--- src/rtl/fft_frame_sequencer.sv ---
// fft_frame_sequencer
// Sits on the FFT output stream ahead of the mel filterbank. It counts the
// complex bins of each frame and forwards only bins 0..N_BINS-1. Each
// forwarded bin carries its bin index, its frame index and start/end-of-frame
// flags. A run begins with a start pulse and ends after N_FRAMES frames,
// when done is raised. Upstream cannot be stalled, so a bin that arrives
// outside a run is dropped and the sticky err_drop flag is set.
module fft_frame_sequencer #(
  parameter  int I_BW     = 14,
  parameter  int N_FFT    = 512,
  parameter  int N_BINS   = 257,
  parameter  int N_FRAMES = 178,
  localparam int BIN_W    = (N_FFT > 1) ? $clog2(N_FFT) : 1,
  localparam int FRM_W    = (N_FRAMES > 1) ? $clog2(N_FRAMES) : 1
) (
  input  logic             clk,
  input  logic             rst,
  input  logic             start,
  input  logic             di_en,
  input  logic [I_BW-1:0]  di_re,
  input  logic [I_BW-1:0]  di_im,
  output logic             do_en,
  output logic [I_BW-1:0]  do_re,
  output logic [I_BW-1:0]  do_im,
  output logic [BIN_W-1:0] do_bin,
  output logic [FRM_W-1:0] do_frame,
  output logic             do_sof,
  output logic             do_eof,
  output logic             busy,
  output logic             done,
  output logic             err_drop
);

  // Compare constants sized to the counters they are compared against.
  // BIN_KEEP has one extra bit so that N_BINS == N_FFT still fits.
  localparam logic [BIN_W-1:0] BIN_LAST = BIN_W'(N_FFT - 1);
  localparam logic [BIN_W-1:0] BIN_EOF  = BIN_W'(N_BINS - 1);
  localparam logic [BIN_W:0]   BIN_KEEP = (BIN_W + 1)'(N_BINS);
  localparam logic [FRM_W-1:0] FRM_LAST = FRM_W'(N_FRAMES - 1);

  typedef enum logic [1:0] {
    S_IDLE = 2'd0,
    S_RUN  = 2'd1,
    S_DONE = 2'd2
  } state_t;

  state_t           state;
  logic [BIN_W-1:0] bin_cnt;
  logic [FRM_W-1:0] frm_cnt;

  // Decode the current bin position. These signals are only used in RUN.
  logic bin_keep;
  logic bin_first;
  logic bin_eof;
  logic bin_last;
  logic frm_last;

  assign bin_keep  = ({1'b0, bin_cnt} < BIN_KEEP);
  assign bin_first = (bin_cnt == '0);
  assign bin_eof   = (bin_cnt == BIN_EOF);
  assign bin_last  = (bin_cnt == BIN_LAST);
  assign frm_last  = (frm_cnt == FRM_LAST);

  // Run-control FSM. It also owns the bin/frame counters and every output register.
  always_ff @(posedge clk) begin
    if (rst) begin
      // NOTE: the data outputs are reset as well, because every output must read 0 after rst.
      state    <= S_IDLE;
      bin_cnt  <= '0;
      frm_cnt  <= '0;
      do_en    <= 1'b0;
      do_re    <= '0;
      do_im    <= '0;
      do_bin   <= '0;
      do_frame <= '0;
      do_sof   <= 1'b0;
      do_eof   <= 1'b0;
      busy     <= 1'b0;
      done     <= 1'b0;
      err_drop <= 1'b0;
    end else begin
      // NOTE: non-blocking assignments throughout, so every branch reads the pre-edge counters.
      // The strobes are single-cycle. Data and tags hold until the next forwarded bin.
      do_en  <= 1'b0;
      do_sof <= 1'b0;
      do_eof <= 1'b0;

      case (state)
        S_IDLE, S_DONE: begin
          if (start) begin
            // A di_en that arrives together with start is dropped silently.
            state    <= S_RUN;
            bin_cnt  <= '0;
            frm_cnt  <= '0;
            done     <= 1'b0;
            err_drop <= 1'b0;
            busy     <= 1'b1;
          end else if (di_en) begin
            err_drop <= 1'b1;
          end
        end

        S_RUN: begin
          // start is ignored here. Only di_en moves the run forward.
          if (di_en) begin
            if (bin_keep) begin
              do_en    <= 1'b1;
              do_re    <= di_re;
              do_im    <= di_im;
              do_bin   <= bin_cnt;
              do_frame <= frm_cnt;
              do_sof   <= bin_first;
              do_eof   <= bin_eof;
            end

            if (bin_last) begin
              bin_cnt <= '0;
              if (frm_last) begin
                // Last beat of the run. The counters park at zero and never wrap past the end.
                frm_cnt <= '0;
                state   <= S_DONE;
                busy    <= 1'b0;
                done    <= 1'b1;
              end else begin
                frm_cnt <= frm_cnt + FRM_W'(1);
              end
            end else begin
              bin_cnt <= bin_cnt + BIN_W'(1);
            end
          end
        end

        default: begin
          state <= S_IDLE;
          busy  <= 1'b0;
          done  <= 1'b0;
        end
      endcase
    end
  end

endmodule
--- config.mk ---
export PLATFORM = sky130hd
export DESIGN_NAME = fft_frame_sequencer
export DESIGN_NICKNAME = d
export VERILOG_FILES = /design/src/rtl/fft_frame_sequencer.sv
export SDC_FILE = /design/constraint.sdc
export NUM_CORES = 1
export LEC_CHECK = 0
export ABC_CLOCK_PERIOD_IN_PS = 3900
export BUFFER_PORTS_ARGS = -buffer_cell sky130_fd_sc_hd__buf_2
export CORE_UTILIZATION = 40
export CTS_CLUSTER_SIZE = 24
export DETAILED_ROUTE_END_ITERATION = 16
export PLACE_DENSITY = 0.71
export SLEW_MARGIN = 20
export SYNTH_ARGS = -nofsm -noshare
export SYNTH_HDL_FRONTEND = slang
export SYNTH_SLANG_ARGS = --single-unit
--- constraint.sdc ---
create_clock -name clk -period 3.9 [get_ports clk]
set_clock_uncertainty 0.2 [all_clocks]
set_input_delay 0.78 -clock clk [delete_from_list [all_inputs] [get_ports clk]]
set_output_delay 0.78 -clock clk [all_outputs]
set_load 0.005 [all_outputs]
==> metrics.txt, run 1 <==
outcome=completed; critical path fanouts, max=7; layout cells sized above 1=between 20% and 30%; initial antenna violation count=0; post-synth top area share=roughly half; htree depth=3; Mapped Area=2860 sq um; Worst VDD drop=182 uV; DR vias/cell=5.13; Diodes inserted=0; core footprint=roughly 7000 sq um; # setup viols final=0; Die Y-Extent=86.5 microns; Yosys cell types=36; Layout Nets=447; Max Cap Viol=0; async set-reset flop share out of synthesis=0%; Post-DRT Antenna Nets=0; Required @ worst endpoint=3970 ps; Setup crit end kind=register; PwrDens=403 nW/um^2; Highest Signal Layer=met4; RSZ-0062 raised after global routing=no; Slew Limit Fails=0; critical path class=register to register; period utilisation layout=a little under two thirds; Synth warnings=0; leading area contributor after synthesis=dfxtp_1; global-route wire length before repair=between 10000 and 15000 microns; Max-slew headroom=between 50% and 60%; Final min period=between 2000 and 2500 ps; hold_buf cts=0; register bit total from synthesis=69; die width=just under 90 microns; DR WL/cell=13.1 microns; Static Leak=1.39 nW; root buf cell=clkbuf_8; Post-synth top cells=dfxtp_1, a21oi_1, nand3_1, o21ai_0, nor2_1; met3 wire len=about 320 microns; hold slack=273 ps; routed vias=around 2600; wl on met1=between 3000 and 4000 microns; Sink Count=around 70; router iterations before antenna repair=4; post-CTS resize count=0; clk_lat worst skew=340 ps; CTS tree=built; Filler cells=708; hpwl dp=~4500 microns; num rows=30; Iter 0 DRT Violations=108; Worst Tran Pin Value=695 ps; vias in the first global route=2374; routed wire length=6690 microns; Layout area overhead=22.7%; max frequency=404 MHz; Setup Fix Bufs, Post-CTS=0; WL met2=a little over 3000 microns; die area=about 7500 sq um; Synth area leaders=dfxtp_1, a21oi_1, nand3_1; most common cell in the netlist=dfxtp_1; pin count of the biggest net entering global routing=52; Startpoint Class=register; Reg clk slew, reported paths=around 70 ps; grt total ovfl=0; Syn Area/Cell=8.43 sq um; DRC viols=0; routability cong.=approximately 0.8; Clock Path Buffers=2; CP Data Arrival Time=2550 ps; Hold Path Class=register to register; Initial Utilization=a little over two fifths; I/O Buffers=82; Final Hold Vio Count=0; prevailing post-synth register cell=dfxtp_1; register area share after synthesis=48.3%; Post-Synthesis Net Count=376; overall routing resource usage=a little under a fifth; Fin Setup TNS=0 ps; Synth Instances=approximately 340; CTS Buf Count=9; Post-synth EDFFs=0; Ports=83
[path summary, 6_finish.rpt]
| path | start | to | slack [ps] | cells after the start |
|---|---|---|---|---|
| setup / recovery | bin_cnt[0] | frm_cnt[7] | 1420 | 8 |
| hold / removal | do_bin[0] | do_bin[0] | 270 | 2 |
| setup reg to reg | bin_cnt[0] | frm_cnt[7] | 1420 | 8 |
| hold reg to reg | do_bin[0] | do_bin[0] | 270 | 2 |
[sequential cells by signal (all words and copies together) (netlist names)]
name	count
do_sof	1
do_eof	1
do_bin	9
frm_cnt	8
do_en	1
err_drop	1
do_frame	8
bin_cnt	9
state	2
do_im	14
busy	1
do_re	14
[worst max-delay path, cell delays in order (launching register included)]
cell,delay [ps]
dfxtp_1,450
ha_1,230
nand2_1,80
nor3_1,190
ha_1,240
nand4b_4,160
and2_1,220
or4_1,490
a21oi_1,140
[routing by layer]
layer,global-route usage [%],up-vias
met1,23.6,1207
met5,0,-
met2,30.4,65
li1,-,1341
met3,3.90,9
met4,7.58,0
[through the flow]
| stage | util, % | std cells | worst slack [ps] | power [W] | instance area (sq um) |
|---|---|---|---|---|---|
| after CTS | 51.4 | 511 | 1430 | 0.00143 | 3510 |
| after global routing | 51.4 | 511 | 1250 | 0.00148 | 3510 |
| final | 51.4 | 511 | 1420 | 0.00142 | 3510 |
| after floorplan | - | 339 | 1620 | 0.000822 | 2860 |
| after detailed placement | 48.6 | 495 | 1360 | 0.000870 | 3320 |
| after global placement | 48.6 | 495 | 1410 | 0.000867 | 3320 |
[where the power goes]
part	total, W	internal, W	switching, W	leakage (nW)
logic	0.000113	0.0000475	0.0000657	0.741
registers	0.000739	0.000724	0.0000150	0.559
clock network	0.000563	0.000294	0.000269	0.0923
total	0.00142	0.00107	0.000350	1.39
[area by class of cell]
cell class / instances / area [sq um] / area share (%)
well taps: 96 / 120 / 3.42
flip-flops and latches: 69 / 1380 / 39.4
clock inverters: 6 / 63.8 / 1.82
inverters: 8 / 30.0 / 0.856
clock buffers: 10 / 128 / 3.64
multi-input cells: 235 / 1340 / 38.1
repair buffers: 87 / 448 / 12.8
[placed cells by master, fill, tap and decap left out, drive strengths merged]
cell type and n:
and3b 1, clkinv 3, a31oi 1, nor2 18, nor4 2, and3 1
o21a 1, nor2b 2, xor2 2, a21oi 55, dfxtp 69, nand3b 1
nand2 12, nor3 7, ha 5, clkinvlp 2, and2 1, nand3 49
o21ai 46, buf 87, nand4b 1, nand2b 3, clkbuf 10, xnor2 11
nor4b 2, a21o 2, or4b 1, o31ai 1, or4 1, o2111ai 1
a2111oi 1, nand4 2, a211oi 5, bufinv 1, inv 8
[cell families (layout without fill, tap and decap cells)]
| kind of cell | Yosys count | after routing | share of synthesized area, % |
|---|---|---|---|
| compound gates | 113 | 113 | 20.9 |
| xor+xnor | 13 | 13 | 3.98 |
| fa+ha+maj | 5 | 5 | 2.19 |
| buf+inv | 35 | 111 | 5.03 |
| flops | 69 | 69 | 48.3 |
| simple gates | 104 | 104 | 19.6 |
Note: power is estimated with default switching activity, not from simulation.
==> run 2: changes to the inputs <==
- ABC_CLOCK_PERIOD_IN_PS: 3900 -> 2500
- clock period: 3.9 -> 2.5 ns (I/O delays scaled with it)
==> run 2 against run 1 <==
Against the previous run: combinational power grew 66%; global-route usage up 0.87 points; sequential share of layout area fell by 0.92 points; routed wire length up 1.1%; maximum frequency increased by 7.0%; hold slack worse by 72 ps; flip-flop and latch count is the same; power grew 60%; utilization up 1.2 points; largest cell class unchanged; highest routed layer unchanged.
==> metrics.txt, run 2 (synthesized netlist as in run 1, its figures left out) <==
outcome=completed; switching share of power=about a quarter; Ports=83; Largest regs=do_im (14), do_re (14); Final Hold Vio Count=0; Layout area overhead=25.6%; commonest non-fill, non-tap cell in the layout=buf_2; DR WL/cell=13.1 microns; Reg clk slew, reported paths=80 ps; vias in the first global route=between 2000 and 3000; Iter 0 DRT Violations=around 160; Required @ worst endpoint=2570 ps; layout cells sized above 1=~28%; htree depth=3; power share of the sequential group=approximately half; Finished Cell Area=approximately 3600 sq um; Multi-input gate area=1350 sq um; routability cong.=roughly 0.83; Worst VDD drop=388 uV; Fin Setup TNS=0 ps; M2 GR Usage=30.9%; num rows=30; hpwl dp=around 4400 microns; R2R depth=8; root buf cell=clkbuf_8; Worst Tran Pin Value=approximately 550 ps; routed wire length=6760 microns; # setup viols final=0; Initial Utilization=41.8%; setup ws final=187 ps; Clock Path Buffers=2; Hold Crit Depth=3; Post-DRT Antenna Nets=0; FF-to-FF End=frm_cnt[7]; total design power=~0.0023 W; period utilisation layout=between 90% and 100%; Hold Crit Start=di_im[11]; r2r setup slk=between 150 and 200 ps; grt met3 use=about 6.7%; grt total ovfl=0; critical path fanouts, max=7; commonest non-fill, non-tap cells in the layout=buf_2, dfxtp_1, a21oi_1; pin count of the biggest net entering global routing=46; internal power=between 0.0015 and 0.002 W; Static Leak=~1.4 nW; CP Data Arrival Time=roughly 2400 ps; CTS Buf Count=9; Max-slew headroom=62.8%; die area=around 7500 sq um; I/O Buffers=between 80 and 90; GR peak layer=met2; hold_buf cts=0; Slew Limit Fails=0; max frequency=around 430 MHz; CTS tree=built; sink of the worst hold path=do_im[11]; Die Y-Extent=around 87 microns; Layout Nets=approximately 450; initial antenna violation count=0; DRC viols=0; Logic pwr share=8.3%; dpl ws=~150 ps; PwrDens=roughly 630 nW/um^2; clk_lat worst skew=between 300 and 400 ps; Diodes inserted=0; critical path class=register to register; Setup crit end kind=register; Sink Count=69; Net Switching=~0.00055 W; met1 Use GR=24.9%; proportion of power drawn by the clock network=about two fifths; Max Cap Viol=0; die width=between 80 and 90 microns; Hold Path Class=input pin to register; router iterations before antenna repair=4; Startpoint Class=register; dpl cell area=about 3400 sq um; Setup Fix Bufs, Post-CTS=0; register area=1380 sq um; core footprint=around 7000 sq um; global-route wire length before repair=approximately 11000 microns; overall routing resource usage=between 10% and 20%; RSZ-0062 raised after global routing=no; RR Startpoint=bin_cnt[0]; Filler cells=around 670; DR vias/cell=around 5.2; Final min period=roughly 2300 ps; routed vias=~2700
## run 2: repair_timing
item	CTS	global route
endpoints found under the hold margin	0	0
endpoints found under the setup margin	0	1
resized for setup	0	2
## run 2: critical path: stages (launching register included)
cell and delay (ps):
dfxtp_1 340, ha_1 190, nand2_1 90, nor3_2 170
ha_2 230, nand4b_4 160, and2_1 230, or4_1 500
a21oi_1 150
## run 2: worst max path at each step
stage,start,endpoint,slack (ps),cells after the start
after CTS,bin_cnt[0],frm_cnt[7],130,8
after global routing,bin_cnt[0],frm_cnt[7],40,8
final,bin_cnt[0],frm_cnt[7],190,8
after floorplan,bin_cnt[0],frm_cnt[7],220,8
after detailed placement,bin_cnt[0],frm_cnt[7],150,8
after global placement,bin_cnt[0],frm_cnt[7],220,8
## run 2: cell type report
class	count	share of cell area, %
multi-input cells	235	37.4
repair buffers	93	14.1
clock buffers	11	4.21
well taps	96	3.34
clock inverters	5	1.64
inverters	8	0.836
flip-flops and latches	69	38.5
## run 2: layer usage
metal,vias up,share of wire (%)
li1,1351,-
met1,1252,47
met2,72,47
met3,4,5.9
met4,0,0.44
met5,-,0
## run 2: power groups by stage
| stage | logic (W) | registers, W | clock network (W) |
|---|---|---|---|
| 6_report | 0.000188 | 0.00115 | 0.000932 |
| 5_1_grt | 0.000212 | 0.00115 | 0.00101 |
| 4_1_cts | 0.000189 | 0.00115 | 0.000962 |
| 3_5_place_dp | 0.000188 | 0.00118 | 0 |
| 3_3_place_gp | 0.000185 | 0.00117 | 0 |
| 2_1_floorplan | 0.000108 | 0.00117 | 0 |
## run 2: through the flow
stage | std cells | hold WS (ps) | utilization, %
5_1_grt | 517 | 182 | 52.6
4_1_cts | 517 | 185 | 52.5
2_1_floorplan | 339 | 260 | -
6_report | 517 | 200 | 52.6
3_5_place_dp | 501 | 264 | 49.4
3_3_place_gp | 501 | 257 | 49.4
==> run 3: changes to the inputs <==
- ABC_CLOCK_PERIOD_IN_PS: 2500 -> unset
- RECOVER_POWER: unset -> 25
==> run 3 against run 2 <==
Against the previous run: routed wire length is 0.68% lower; worst setup slack lost 0.93 ps; global-route usage did not move; critical path depth unchanged; largest cell class unchanged; largest power group unchanged; highest routed layer unchanged.
==> metrics.txt, run 3 (synthesized netlist as in run 1, its figures left out) <==
outcome=completed; Hold Path Class=input pin to register; commonest non-fill, non-tap cell in the layout=dfxtp_1; DRC viols=0; Initial Utilization=41.8%; period utilisation layout=between 90% and 100%; hold_buf cts=0; Max-slew headroom=about 63%; Filler cells=~680; setup ws final=between 150 and 200 ps; # setup viols final=0; global-route wire length before repair=about 11000 microns; hpwl dp=about 4400 microns; core footprint=a little under 7000 sq um; vias in the first global route=2505; clk_lat worst skew=~340 ps; die area=around 7500 sq um; I/O Buffers=82; Max Cap Viol=0; Die Y-Extent=about 87 microns; Worst Tran Pin Value=roughly 550 ps; Largest regs=do_im (14), do_re (14); die width=slightly below 90 microns; wl on met1=~3100 microns; overall routing resource usage=roughly a fifth; Setup crit end kind=register; CTS Buf Count=9; Highest Signal Layer=met4; RSZ-0062 raised after global routing=no; Ports=83; Setup Fix Bufs, Post-CTS=0; Sink Count=slightly below 70; root buf cell=clkbuf_8; critical path class=register to register; initial antenna violation count=0; Diodes inserted=0; post-CTS resize count=0; grt total ovfl=0; Startpoint Class=register; Clock Path Buffers=2; CP Data Arrival Time=around 2400 ps; pin count of the biggest net entering global routing=46; DR vias/cell=5.20; routed wire length=6720 microns; DR WL/cell=between 10 and 15 microns; routability cong.=around 0.83; Required @ worst endpoint=between 2000 and 3000 ps; routed vias=between 2000 and 3000; num rows=30; r2r setup slk=around 190 ps; Post-DRT Antenna Nets=0; Fin Setup TNS=0 ps; Final min period=roughly 2300 ps; CTS tree=built; max frequency=approximately 430 MHz; met3 wire len=between 400 and 500 microns; Static Leak=about 1.4 nW; layout cells sized above 1=about a quarter; Reg clk slew, reported paths=80 ps; router iterations before antenna repair=7; Layout area overhead=25.0%; PwrDens=634 nW/um^2; Worst VDD drop=around 390 uV; Iter 0 DRT Violations=161; WL met2=about 3100 microns; Layout Nets=453; total design power=0.00227 W; Slew Limit Fails=0; commonest non-fill, non-tap cells in the layout=dfxtp_1, buf_2, a21oi_1; Final Hold Vio Count=0; dpl ws=roughly 150 ps; htree depth=3; critical path fanouts, max=7
[run 3: critical path, cell delays in order (launching register included)]
cell and delay [ps]:
dfxtp_1 340, ha_1 180, nand2_1 90, nor3_2 170
ha_2 230, nand4b_4 160, and2_1 230, or4_1 500
a21oi_1 150
[run 3: layout make-up]
cell class              count  area [sq um]  share of cell area [%]
clock buffers              11           151                    4.24
repair buffers             93           488                    13.7
well taps                  96           120                    3.36
clock inverters             5          58.8                    1.65
multi-input cells         235          1350                    37.6
inverters                   8          30.0                   0.840
flip-flops and latches     69          1380                    38.6
[run 3: per-layer routing]
metal | global-route usage [%] | up-vias
li1 | - | 1351
met1 | 24.9 | 1254
met2 | 30.9 | 76
met3 | 6.67 | 5
met4 | 5.30 | 0
met5 | 0 | -
[run 3: per-stage QoR]
step,util [%],hold WS [ps],instances,instance area [sq um]
2_1_floorplan,-,260,339,2860
3_3_place_gp,49.4,257,501,3370
3_5_place_dp,49.4,264,501,3370
4_1_cts,52.5,185,517,3580
5_1_grt,52.3,182,517,3570
6_report,52.3,202,517,3570
[run 3: path summary, 6_finish.rpt]
| kind | start | end | cells after the start |
|---|---|---|---|
| setup / recovery | bin_cnt[0] | frm_cnt[7] | 8 |
| hold / removal | di_im[11] | do_im[11] | 3 |
| setup reg to reg | bin_cnt[0] | frm_cnt[7] | 8 |
| hold reg to reg | do_im[10] | do_im[10] | 2 |
[run 3: where the power goes]
part	total, W	internal [W]	leakage, nW	switching (W)
clock	0.000930	0.000515	0.102	0.000416
combinational	0.000187	0.0000783	0.714	0.000108
sequential	0.00115	0.00113	0.559	0.0000207
